[src/rtl/video_timing_pkg.sv]
// Shared 720p timing constants, total derivation and FSM state type for the
// video timing generator.
package video_timing_pkg;

  localparam int VTG_H_ACTIVE = 1280;
  localparam int VTG_H_FP     = 110;
  localparam int VTG_H_SYNC   = 40;
  localparam int VTG_H_BP     = 220;
  localparam int VTG_V_ACTIVE = 720;
  localparam int VTG_V_FP     = 5;
  localparam int VTG_V_SYNC   = 5;
  localparam int VTG_V_BP     = 20;

  function automatic int vtg_total(input int active, input int fp, input int sync, input int bp);
    return active + fp + sync + bp;
  endfunction

  localparam int VTG_H_TOTAL = vtg_total(VTG_H_ACTIVE, VTG_H_FP, VTG_H_SYNC, VTG_H_BP);
  localparam int VTG_V_TOTAL = vtg_total(VTG_V_ACTIVE, VTG_V_FP, VTG_V_SYNC, VTG_V_BP);

  typedef enum logic [1:0] {
    IDLE     = 2'd0,
    RUN      = 2'd1,
    STOPPING = 2'd2
  } vtg_state_t;

endpackage

[src/rtl/vtg_axis_counter.sv]
// One timing axis: position counter with wrap, registered sync window and a
// look-ahead "next position is visible" flag for the parent's registered o_de.
module vtg_axis_counter
  import video_timing_pkg::*;
#(
  parameter int ACTIVE   = VTG_H_ACTIVE,
  parameter int FP       = VTG_H_FP,
  parameter int SYNC     = VTG_H_SYNC,
  parameter int BP       = VTG_H_BP,
  parameter bit SYNC_POL = 1'b1
) (
  input  logic        clk,
  input  logic        rst,
  input  logic        clr,
  input  logic        inc,
  output logic [15:0] count,
  output logic        at_end,
  output logic        active_nxt,
  output logic        sync
);

  localparam logic [15:0] LAST       = 16'(vtg_total(ACTIVE, FP, SYNC, BP) - 1);
  localparam logic [15:0] ACT_END    = 16'(ACTIVE);
  localparam logic [15:0] SYNC_START = 16'(ACTIVE + FP);
  localparam logic [15:0] SYNC_END   = 16'(ACTIVE + FP + SYNC);

  logic [15:0] count_nxt;
  logic        sync_nxt;

  assign at_end = (count == LAST);

  // Next position: clear wins, otherwise step with wrap at the last position.
  always_comb begin
    count_nxt = count;
    if (clr) begin
      count_nxt = 16'd0;
    end else if (inc) begin
      if (at_end) begin
        count_nxt = 16'd0;
      end else begin
        count_nxt = count + 16'd1;
      end
    end else begin
      count_nxt = count;
    end
  end

  assign active_nxt = (count_nxt < ACT_END);
  assign sync_nxt   = ((count_nxt >= SYNC_START) && (count_nxt < SYNC_END)) ? SYNC_POL : ~SYNC_POL;

  // Sync is decoded from the next position so it lands in the same cycle as count.
  always_ff @(posedge clk or posedge rst) begin
    if (rst) begin
      count <= 16'd0;
      sync  <= ~SYNC_POL;
    end else begin
      count <= count_nxt;
      sync  <= sync_nxt;
    end
  end

endmodule

[src/rtl/video_timing_gen.sv]
// Video timing generator (default 1280x720) with IDLE/RUN/STOPPING control.
// Define VTG_FRAME_COUNT_EN to add the o_frame_cnt frame counter output.
module video_timing_gen
  import video_timing_pkg::*;
#(
  parameter int H_ACTIVE = VTG_H_ACTIVE,
  parameter int H_FP     = VTG_H_FP,
  parameter int H_SYNC   = VTG_H_SYNC,
  parameter int H_BP     = VTG_H_BP,
  parameter int V_ACTIVE = VTG_V_ACTIVE,
  parameter int V_FP     = VTG_V_FP,
  parameter int V_SYNC   = VTG_V_SYNC,
  parameter int V_BP     = VTG_V_BP,
  parameter bit SYNC_POL = 1'b1
) (
  input  logic        i_clk,
  input  logic        i_rst,
  input  logic        i_en,
  output logic [15:0] o_x,
  output logic [15:0] o_y,
  output logic        o_h_sync,
  output logic        o_v_sync,
  output logic        o_de,
  output logic        o_frame_start,
  output logic        o_running
`ifdef VTG_FRAME_COUNT_EN
  ,
  output logic [15:0] o_frame_cnt
`endif
);

  vtg_state_t state, state_nxt;
  logic h_at_end, v_at_end, h_act_nxt, v_act_nxt;
  logic frame_end, run_nxt, step, frame_start_nxt;

  assign frame_end = h_at_end & v_at_end;

  // Next-state: a stop request lets the current frame finish before idling.
  always_comb begin
    state_nxt = state;
    case (state)
      IDLE: begin
        if (i_en) state_nxt = RUN;
        else      state_nxt = IDLE;
      end
      RUN: begin
        if (!i_en) state_nxt = STOPPING;
        else       state_nxt = RUN;
      end
      STOPPING: begin
        if (i_en)           state_nxt = RUN;
        else if (frame_end) state_nxt = IDLE;
        else                state_nxt = STOPPING;
      end
      default: state_nxt = IDLE;
    endcase
  end

  assign run_nxt         = (state_nxt != IDLE);
  // Counters step only while already running; the IDLE->RUN edge presents (0,0).
  assign step            = (state != IDLE) && run_nxt;
  assign frame_start_nxt = run_nxt && ((state == IDLE) || frame_end);

  vtg_axis_counter #(
    .ACTIVE(H_ACTIVE), .FP(H_FP), .SYNC(H_SYNC), .BP(H_BP), .SYNC_POL(SYNC_POL)
  ) u_h_axis (
    .clk(i_clk), .rst(i_rst), .clr(~step), .inc(step),
    .count(o_x), .at_end(h_at_end), .active_nxt(h_act_nxt), .sync(o_h_sync)
  );

  vtg_axis_counter #(
    .ACTIVE(V_ACTIVE), .FP(V_FP), .SYNC(V_SYNC), .BP(V_BP), .SYNC_POL(SYNC_POL)
  ) u_v_axis (
    .clk(i_clk), .rst(i_rst), .clr(~step), .inc(step & h_at_end),
    .count(o_y), .at_end(v_at_end), .active_nxt(v_act_nxt), .sync(o_v_sync)
  );

  // State and per-pixel flags, all aligned with the counter outputs.
  always_ff @(posedge i_clk or posedge i_rst) begin
    if (i_rst) begin
      state         <= IDLE;
      o_de          <= 1'b0;
      o_frame_start <= 1'b0;
      o_running     <= 1'b0;
    end else begin
      state         <= state_nxt;
      o_de          <= run_nxt & h_act_nxt & v_act_nxt;
      o_frame_start <= frame_start_nxt;
      o_running     <= run_nxt;
    end
  end

`ifdef VTG_FRAME_COUNT_EN
  // Counts frame_start pulses already presented; wraps naturally at 16 bits.
  always_ff @(posedge i_clk or posedge i_rst) begin
    if (i_rst) begin
      o_frame_cnt <= 16'd0;
    end else if (o_frame_start) begin
      o_frame_cnt <= o_frame_cnt + 16'd1;
    end else begin
      o_frame_cnt <= o_frame_cnt;
    end
  end
`endif

endmodule

[config.mk]
export PLATFORM = sky130hd
export DESIGN_NAME = video_timing_gen
export DESIGN_NICKNAME = d
export VERILOG_FILES = /design/src/rtl/video_timing_pkg.sv /design/src/rtl/vtg_axis_counter.sv /design/src/rtl/video_timing_gen.sv
export SDC_FILE = /design/constraint.sdc
export NUM_CORES = 1
export LEC_CHECK = 0
export ABC_AREA = 1
export CELL_PAD_IN_SITES_DETAIL_PLACEMENT = 1
export CELL_PAD_IN_SITES_GLOBAL_PLACEMENT = 1
export CORE_MARGIN = 3
export CORE_UTILIZATION = 38
export CTS_BUF_LIST = sky130_fd_sc_hd__clkbuf_4 sky130_fd_sc_hd__clkbuf_8 sky130_fd_sc_hd__clkbuf_16
export CTS_CLUSTER_DIAMETER = 80
export DETAILED_ROUTE_END_ITERATION = 10
export PLACE_DENSITY = 0.77
export SYNTH_ARGS = -nofsm -noshare
export SYNTH_HDL_FRONTEND = slang
export SYNTH_SLANG_ARGS = --single-unit
[constraint.sdc]
create_clock -name i_clk -period 2.2 [get_ports i_clk]
set_input_delay 0.66 -clock i_clk [delete_from_list [all_inputs] [get_ports i_clk]]
set_output_delay 0.66 -clock i_clk [all_outputs]
set_load 0.03 [all_outputs]
=== Word level (Yosys, flattened, before mapping) ===
Cells that the tools add are included.

* Register bits after elaboration: 39
* Input bits: 3
* Output and inout bits: 37
* Logic and storage cells: 44

* Add/sub/neg operators: 2
* Magnitude comparators: 6
* Equality and inequality tests: 4
* Multiplexer cells: 12
* Bitwise operators: 4
* Reduce and logical (&&, ||, !) cells: 8

{| class="wikitable"
|+ Operators by type and width
! kind !! count
|-
| $mux W16 || 5
|-
| $add A16 B1 Y16 const B || 2
|-
| $lt A16 B10 Y1 const B || 2
|-
| $lt A16 B11 Y1 const B || 2
|-
| $eq A16 B10 Y1 const B || 1
|-
| $eq A16 B11 Y1 const B || 1
|-
| $ge A16 B10 Y1 const B || 1
|-
| $ge A16 B11 Y1 const B || 1
|-
| $mux W2 || 3
|-
| $pmux W2 S3 || 1
|-
| $and A1 B1 Y1 || 4
|-
| $logic_and A1 B1 Y1 || 4
|-
| $reduce_bool A2 Y1 || 2
|-
| $mux W1 || 3
|-
| $eq A2 B1 Y1 const B || 1
|-
| $eq A2 B2 Y1 const B || 1
|-
| $logic_not A2 Y1 || 1
|-
| $logic_or A1 B1 Y1 || 1
|}

=== Depth between registers and ports, before layout ===
* Depth after elaboration: 13
* Gate-level depth with buffers: 18
* Gate-level depth less buffers: 18

=== By module ===
A second synthesis with hierarchy kept.

* Cell total of the unflattened synthesis: 393
* Area total of the unflattened synthesis: 2,746.4 um2

{| class="wikitable"
|+ By module, submodules not included
! module !! instances !! cells each !! area an instance (um2) !! sequential area each (um2)
|-
| vtg_axis_counter (u_h_axis) || 1 || 180 || 1,252.5 || 425.4
|-
| vtg_axis_counter (u_v_axis) || 1 || 186 || 1,247.4 || 425.4
|-
| video_timing_gen || 1 || 27 || 246.5 || 125.1
|}

=== Worst setup path before layout ===
Ideal clock, no wire load.

* Path kind: register to register
* From: register u_v_axis.count[0]
* To: register o_de
* Library setup time: 115 ps
* Data arrival time: 2,134 ps
* Required time: 2,085 ps
* Path slack: -50 ps
* Cell stages (with the launch flop): 18
* Path buffers: 1
* Period minus slack after synthesis: 2,250 ps
* Path through: dfrtp_1 > ha_1 > nand2_1 > nor2_1 > nand3_1 > nor2_2 > nand3_2 > nand2_2 > nand2_4 > nand3_2 > buf_6 > nand2_1 > nand3_1 > nand2_1 > nor2_1 > nand2_1 > nor2_1 > nor2_1

* Longest elaborated chain between the ends: 12
* Elaborated cells on any way between the ends: 17
* Those cells by class: add/sub: 1; order compare: 2; eq/ne: 1; mux: 7; bitwise: 4; reduce/logical: 2

{| class="wikitable"
|+ Ends and longest elaborated chain
! item !! RTL line !! text
|-
| from (decl) || vtg_axis_counter.sv:16 || <nowiki>output logic [15:0] count,</nowiki>
|-
| from (signal assigned) || vtg_axis_counter.sv:57 || <nowiki>count <= count_nxt;</nowiki>
|-
| $eq A16 B10 Y1 || vtg_axis_counter.sv:30 || <nowiki>assign at_end = (count == LAST);</nowiki>
|-
| $and A1 B1 Y1 || video_timing_gen.sv:36 || <nowiki>assign frame_end = h_at_end & v_at_end;</nowiki>
|-
| $mux W2 || video_timing_gen.sv:52 || <nowiki>else if (frame_end) state_nxt = IDLE;</nowiki>
|-
| $mux W2 || video_timing_gen.sv:51 || <nowiki>if (i_en) state_nxt = RUN;</nowiki>
|-
| $pmux W2 S3 || video_timing_gen.sv:41 || <nowiki>case (state)</nowiki>
|-
| $reduce_bool A2 Y1 || video_timing_gen.sv:59 || <nowiki>assign run_nxt = (state_nxt != IDLE);</nowiki>
|-
| $logic_and A1 B1 Y1 || video_timing_gen.sv:61 || <nowiki>assign step = (state != IDLE) && run_nxt;</nowiki>
|-
| $and A1 B1 Y1 || video_timing_gen.sv:74 || <nowiki>.clk(i_clk), .rst(i_rst), .clr(~step), .inc(step & h_at_end),</nowiki>
|-
| $mux W16 || vtg_axis_counter.sv:37 || <nowiki>end else if (inc) begin</nowiki>
|-
| $mux W16 || vtg_axis_counter.sv:35 || <nowiki>if (clr) begin</nowiki>
|-
| $lt A16 B10 Y1 || vtg_axis_counter.sv:48 || <nowiki>assign active_nxt = (count_nxt < ACT_END);</nowiki>
|-
| $and A1 B1 Y1 (*) || video_timing_gen.sv:87 || <nowiki>o_de <= run_nxt & h_act_nxt & v_act_nxt;</nowiki>
|-
| to (signal assigned) || video_timing_gen.sv:87 ||
|-
| to (decl) || video_timing_gen.sv:23 || <nowiki>output logic o_de,</nowiki>
|}

Every way passes the cells marked *; elsewhere a longest branch is shown, timed or not.

=== Final worst setup path ===
* From: register u_v_axis.count[4]
* To: register o_de

Same word-level chain as after synthesis.

==> results.json <==
{
  "yosys.area.top_type": "dfrtp_1",
  "postPlaceCellArea_um2": 3730,
  "start_kind": "flop",
  "max_slew_margin_pct": 66.4,
  "ys_types": 28,
  "drt-total-wl_um": 16800,
  "hp-class": "flop to flop",
  "outcome": "finished with violations",
  "firstDrtPassIters": 5,
  "initial_core_util_pct": 40.4,
  "num_rows": 29,
  "max_freq_ghz": 0.359,
  "num_io_pins": 40,
  "critPathKind": "flop to flop",
  "drt_iter0_drc": 363,
  "yosysWarnings": 0,
  "numPlacedInstances": 597,
  "synth_area_leaders": "dfrtp_1 37%, nand2_1 14%, inv_1 9.3%",
  "ys_seq_area_share_pct": 36.8,
  "num_vias": 3861,
  "irDropWorstVdd_mv": 0.328,
  "dieArea_um2": 8020,
  "antenna_found_initial": 0,
  "period_share_pct": 127,
  "layout.cells.non_filler": 627,
  "maxCapViolCount": 0,
  "routedWlPerCell_um": 26.7,
  "grt_overflow": 0,
  "dpl.hpwl_um": 7680,
  "power_density_nw_per_um2": 434,
  "grt_usage_pct": 32.5,
  "portBuffers": 39,
  "yosysMostFrequentCell": "nand2_1",
  "p_clk_share_pct": 41.1,
  "combPwrFrac_pct": 20.3,
  "synth.top_cell.area_share_pct": 36.8,
  "syn_area_um2": 2650,
  "final_core_util_pct": 67.5,
  "finalCriticalPeriod_ns": 2.78,
  "cts_tree": "yes",
  "drc_errors": 0,
  "slew_violations": 0,
  "setup_viol": 40,
  "die_width_um": 89.5,
  "cts.sinks": 39,
  "nNetsFinal": 540,
  "grt_pass1_wl_um": 19300,
  "die-height_um": 89.5,
  "synth_common_cells": "98 x nand2_1, 66 x inv_1, 61 x nor2_1",
  "yosys_register_bits": 39,
  "synth_edf_count": 0,
  "layout_setup_ws_ns": -0.584,
  "syn_inst": 395,
  "vias_per_cell": 6.16,
  "p_seq_share_pct": 38.6,
  "cp.required_ns": 2.43,
  "async_reset_ff_share_pct": 100,
  "worstMarginPinSlew_ns": 0.500,
  "gp_congestion": 0.917,
  "hold_viol_final": 0,
  "cts_buffer_depth": 2,
  "clock_latency_ns": 0.32,
  "finalPower_mw": 1.92,
  "fin_area_um2": 4430,
  "crit_fanout": 7,
  "cts_buffers": 5,
  "grt_max_degree": 40,
  "leakage_nw": 2.28,
  "violations": "negative setup slack",
  "rsz0062_at_grt": "yes",
  "ant_nets": 0,
  "p_switching_mw": 0.555,
  "ys.flop_type": "dfrtp_1",
  "htreeDepth": 2,
  "arrival_ns": 3.01,
  "synth_nets": 402,
  "intPower_mw": 1.37,
  "design.core.area_um2": 6570,
  "switching_share_pct": 28.9,
  "synth_area_per_cell_um2": 6.71,
  "root_buffer": "clkbuf_8",
  "syn2layout_area_growth_pct": 67.2,
  "antenna_cells": 0,
  "path_clk_slew_ns": 0.11,
  "worstSetupEndpointType": "flop",
  "grt_pass1_vias": 3690,
  "drive_gt1_share_pct": 34.8,
  "clock_skew_ns": 0.0205
}
-- state kept, by name, summed over array words and instances (netlist names) --
| signal | flops |
|---|---|
| u_v_axis.sync | 1 |
| o_de | 1 |
| u_v_axis.count | 16 |
| state | 2 |
| o_running | 1 |
| u_h_axis.sync | 1 |
| u_h_axis.count | 16 |
| o_frame_start | 1 |
-- power by group through the flow --
stage / registers [mW] / logic [mW] / clock network [mW]
after floorplan: 0.777 / 0.0918 / 0
after global placement: 0.751 / 0.228 / 0
after detailed placement: 0.752 / 0.234 / 0
after CTS: 0.738 / 0.308 / 0.760
after global routing: 0.742 / 0.401 / 0.809
final: 0.741 / 0.391 / 0.790
-- per-layer routing --
metal,GRT usage [%],vias to the layer above,routed length [um]
met3,6.73,128,1740
met4,15.3,0,1260
li1,-,1524,-
met2,54.9,355,7830
met5,0,-,0
met1,39.5,1854,5920
-- final timing paths --
check	start	endpoint	slack (ns)	cells after the start
max	u_v_axis.count[4]	o_de	-0.58	17
min	u_h_axis.count[0]	u_h_axis.count[1]	0.63	2
max reg2reg	u_v_axis.count[4]	o_de	-0.58	17
min reg2reg	u_h_axis.count[0]	u_h_axis.count[1]	0.63	2
max in group asynchronous	i_rst	u_h_axis.count[0]	1.28	3
min in group asynchronous	i_rst	u_v_axis.count[15]	0.69	3
-- placed cells by master (no fill, tap or decap), types with 3 or more instances in the layout --
| cell | n |
|---|---|
| buf_12 | 4 |
| o21ai_1 | 5 |
| nand2_2 | 11 |
| o21ai_0 | 4 |
| nor3_1 | 12 |
| nand3_1 | 27 |
| dfrtp_1 | 36 |
| inv_1 | 61 |
| dfrtp_2 | 3 |
| nand2_1 | 85 |
| a21oi_1 | 4 |
| xor2_1 | 14 |
| inv_2 | 5 |
| or2_2 | 3 |
| nor2_4 | 9 |
| nand2_4 | 4 |
| nand4_1 | 21 |
| dlymetal6s2s_1 | 6 |
| clkdlybuf4s50_1 | 31 |
| nor2_1 | 35 |
| nor2_2 | 19 |
| nand3_2 | 12 |
| buf_4 | 85 |
| clkbuf_8 | 5 |
| buf_6 | 6 |
-- worst max-delay path, cell delays in order, from the launching register on --
cell	delay [ns]
dfrtp_1	0.42
inv_1	0.12
nand2_1	0.10
nor2_1	0.19
nand2_1	0.24
nor2_4	0.24
nand3_2	0.12
nand2_4	0.11
nand2_8	0.08
nand3_4	0.11
buf_6	0.15
nand2_1	0.07
nand3_1	0.17
nand2_2	0.11
nor2_4	0.19
nand2_2	0.11
nor2_2	0.10
nor2_2	0.05
-- metrics by stage --
stage,setup TNS (ns),setup WS [ns],hold WS (ns)
2_1_floorplan,0,0.00404,0.559
3_3_place_gp,-0.568,-0.239,0.535
3_5_place_dp,-1.14,-0.355,0.560
4_1_cts,-0.385,-0.176,0.574
5_1_grt,-5.47,-0.610,0.627
6_report,-5.78,-0.584,0.628
-- timing repair --
item | in CTS | in global routing
resized for setup | 37 | 75
hold buffers | 0 | 0
pin swaps | 17 | 37
cloned | 2 | 0
setup buffers | 12 | 10
setup endpoints to repair | 5 | 24
-- cell families (layout without fill, tap and decap cells) --
family	after synthesis	in the layout	synth area share (%)
adders and majority gates	4	4	1.89
DFF	39	39	36.8
and+or+nand+nor	245	245	41.3
AOI/OAI and AO/OA	19	19	3.78
xor gates and xnor gates	15	15	4.96
buffers and inverters	73	212	11.2
-- layout make-up --
| class | instances | area, um2 |
|---|---|---|
| multi-input cells | 283 | 1700 |
| well taps | 93 | 116 |
| clock inverters | 2 | 60.1 |
| repair inverters | 1 | 6.26 |
| fillers | 792 | 2130 |
| clock buffers | 6 | 76.3 |
| inverters | 67 | 259 |
| flip-flops and latches | 39 | 980 |
| repair buffers | 136 | 1240 |
No activity file was read; power rests on OpenSTA's default activity.
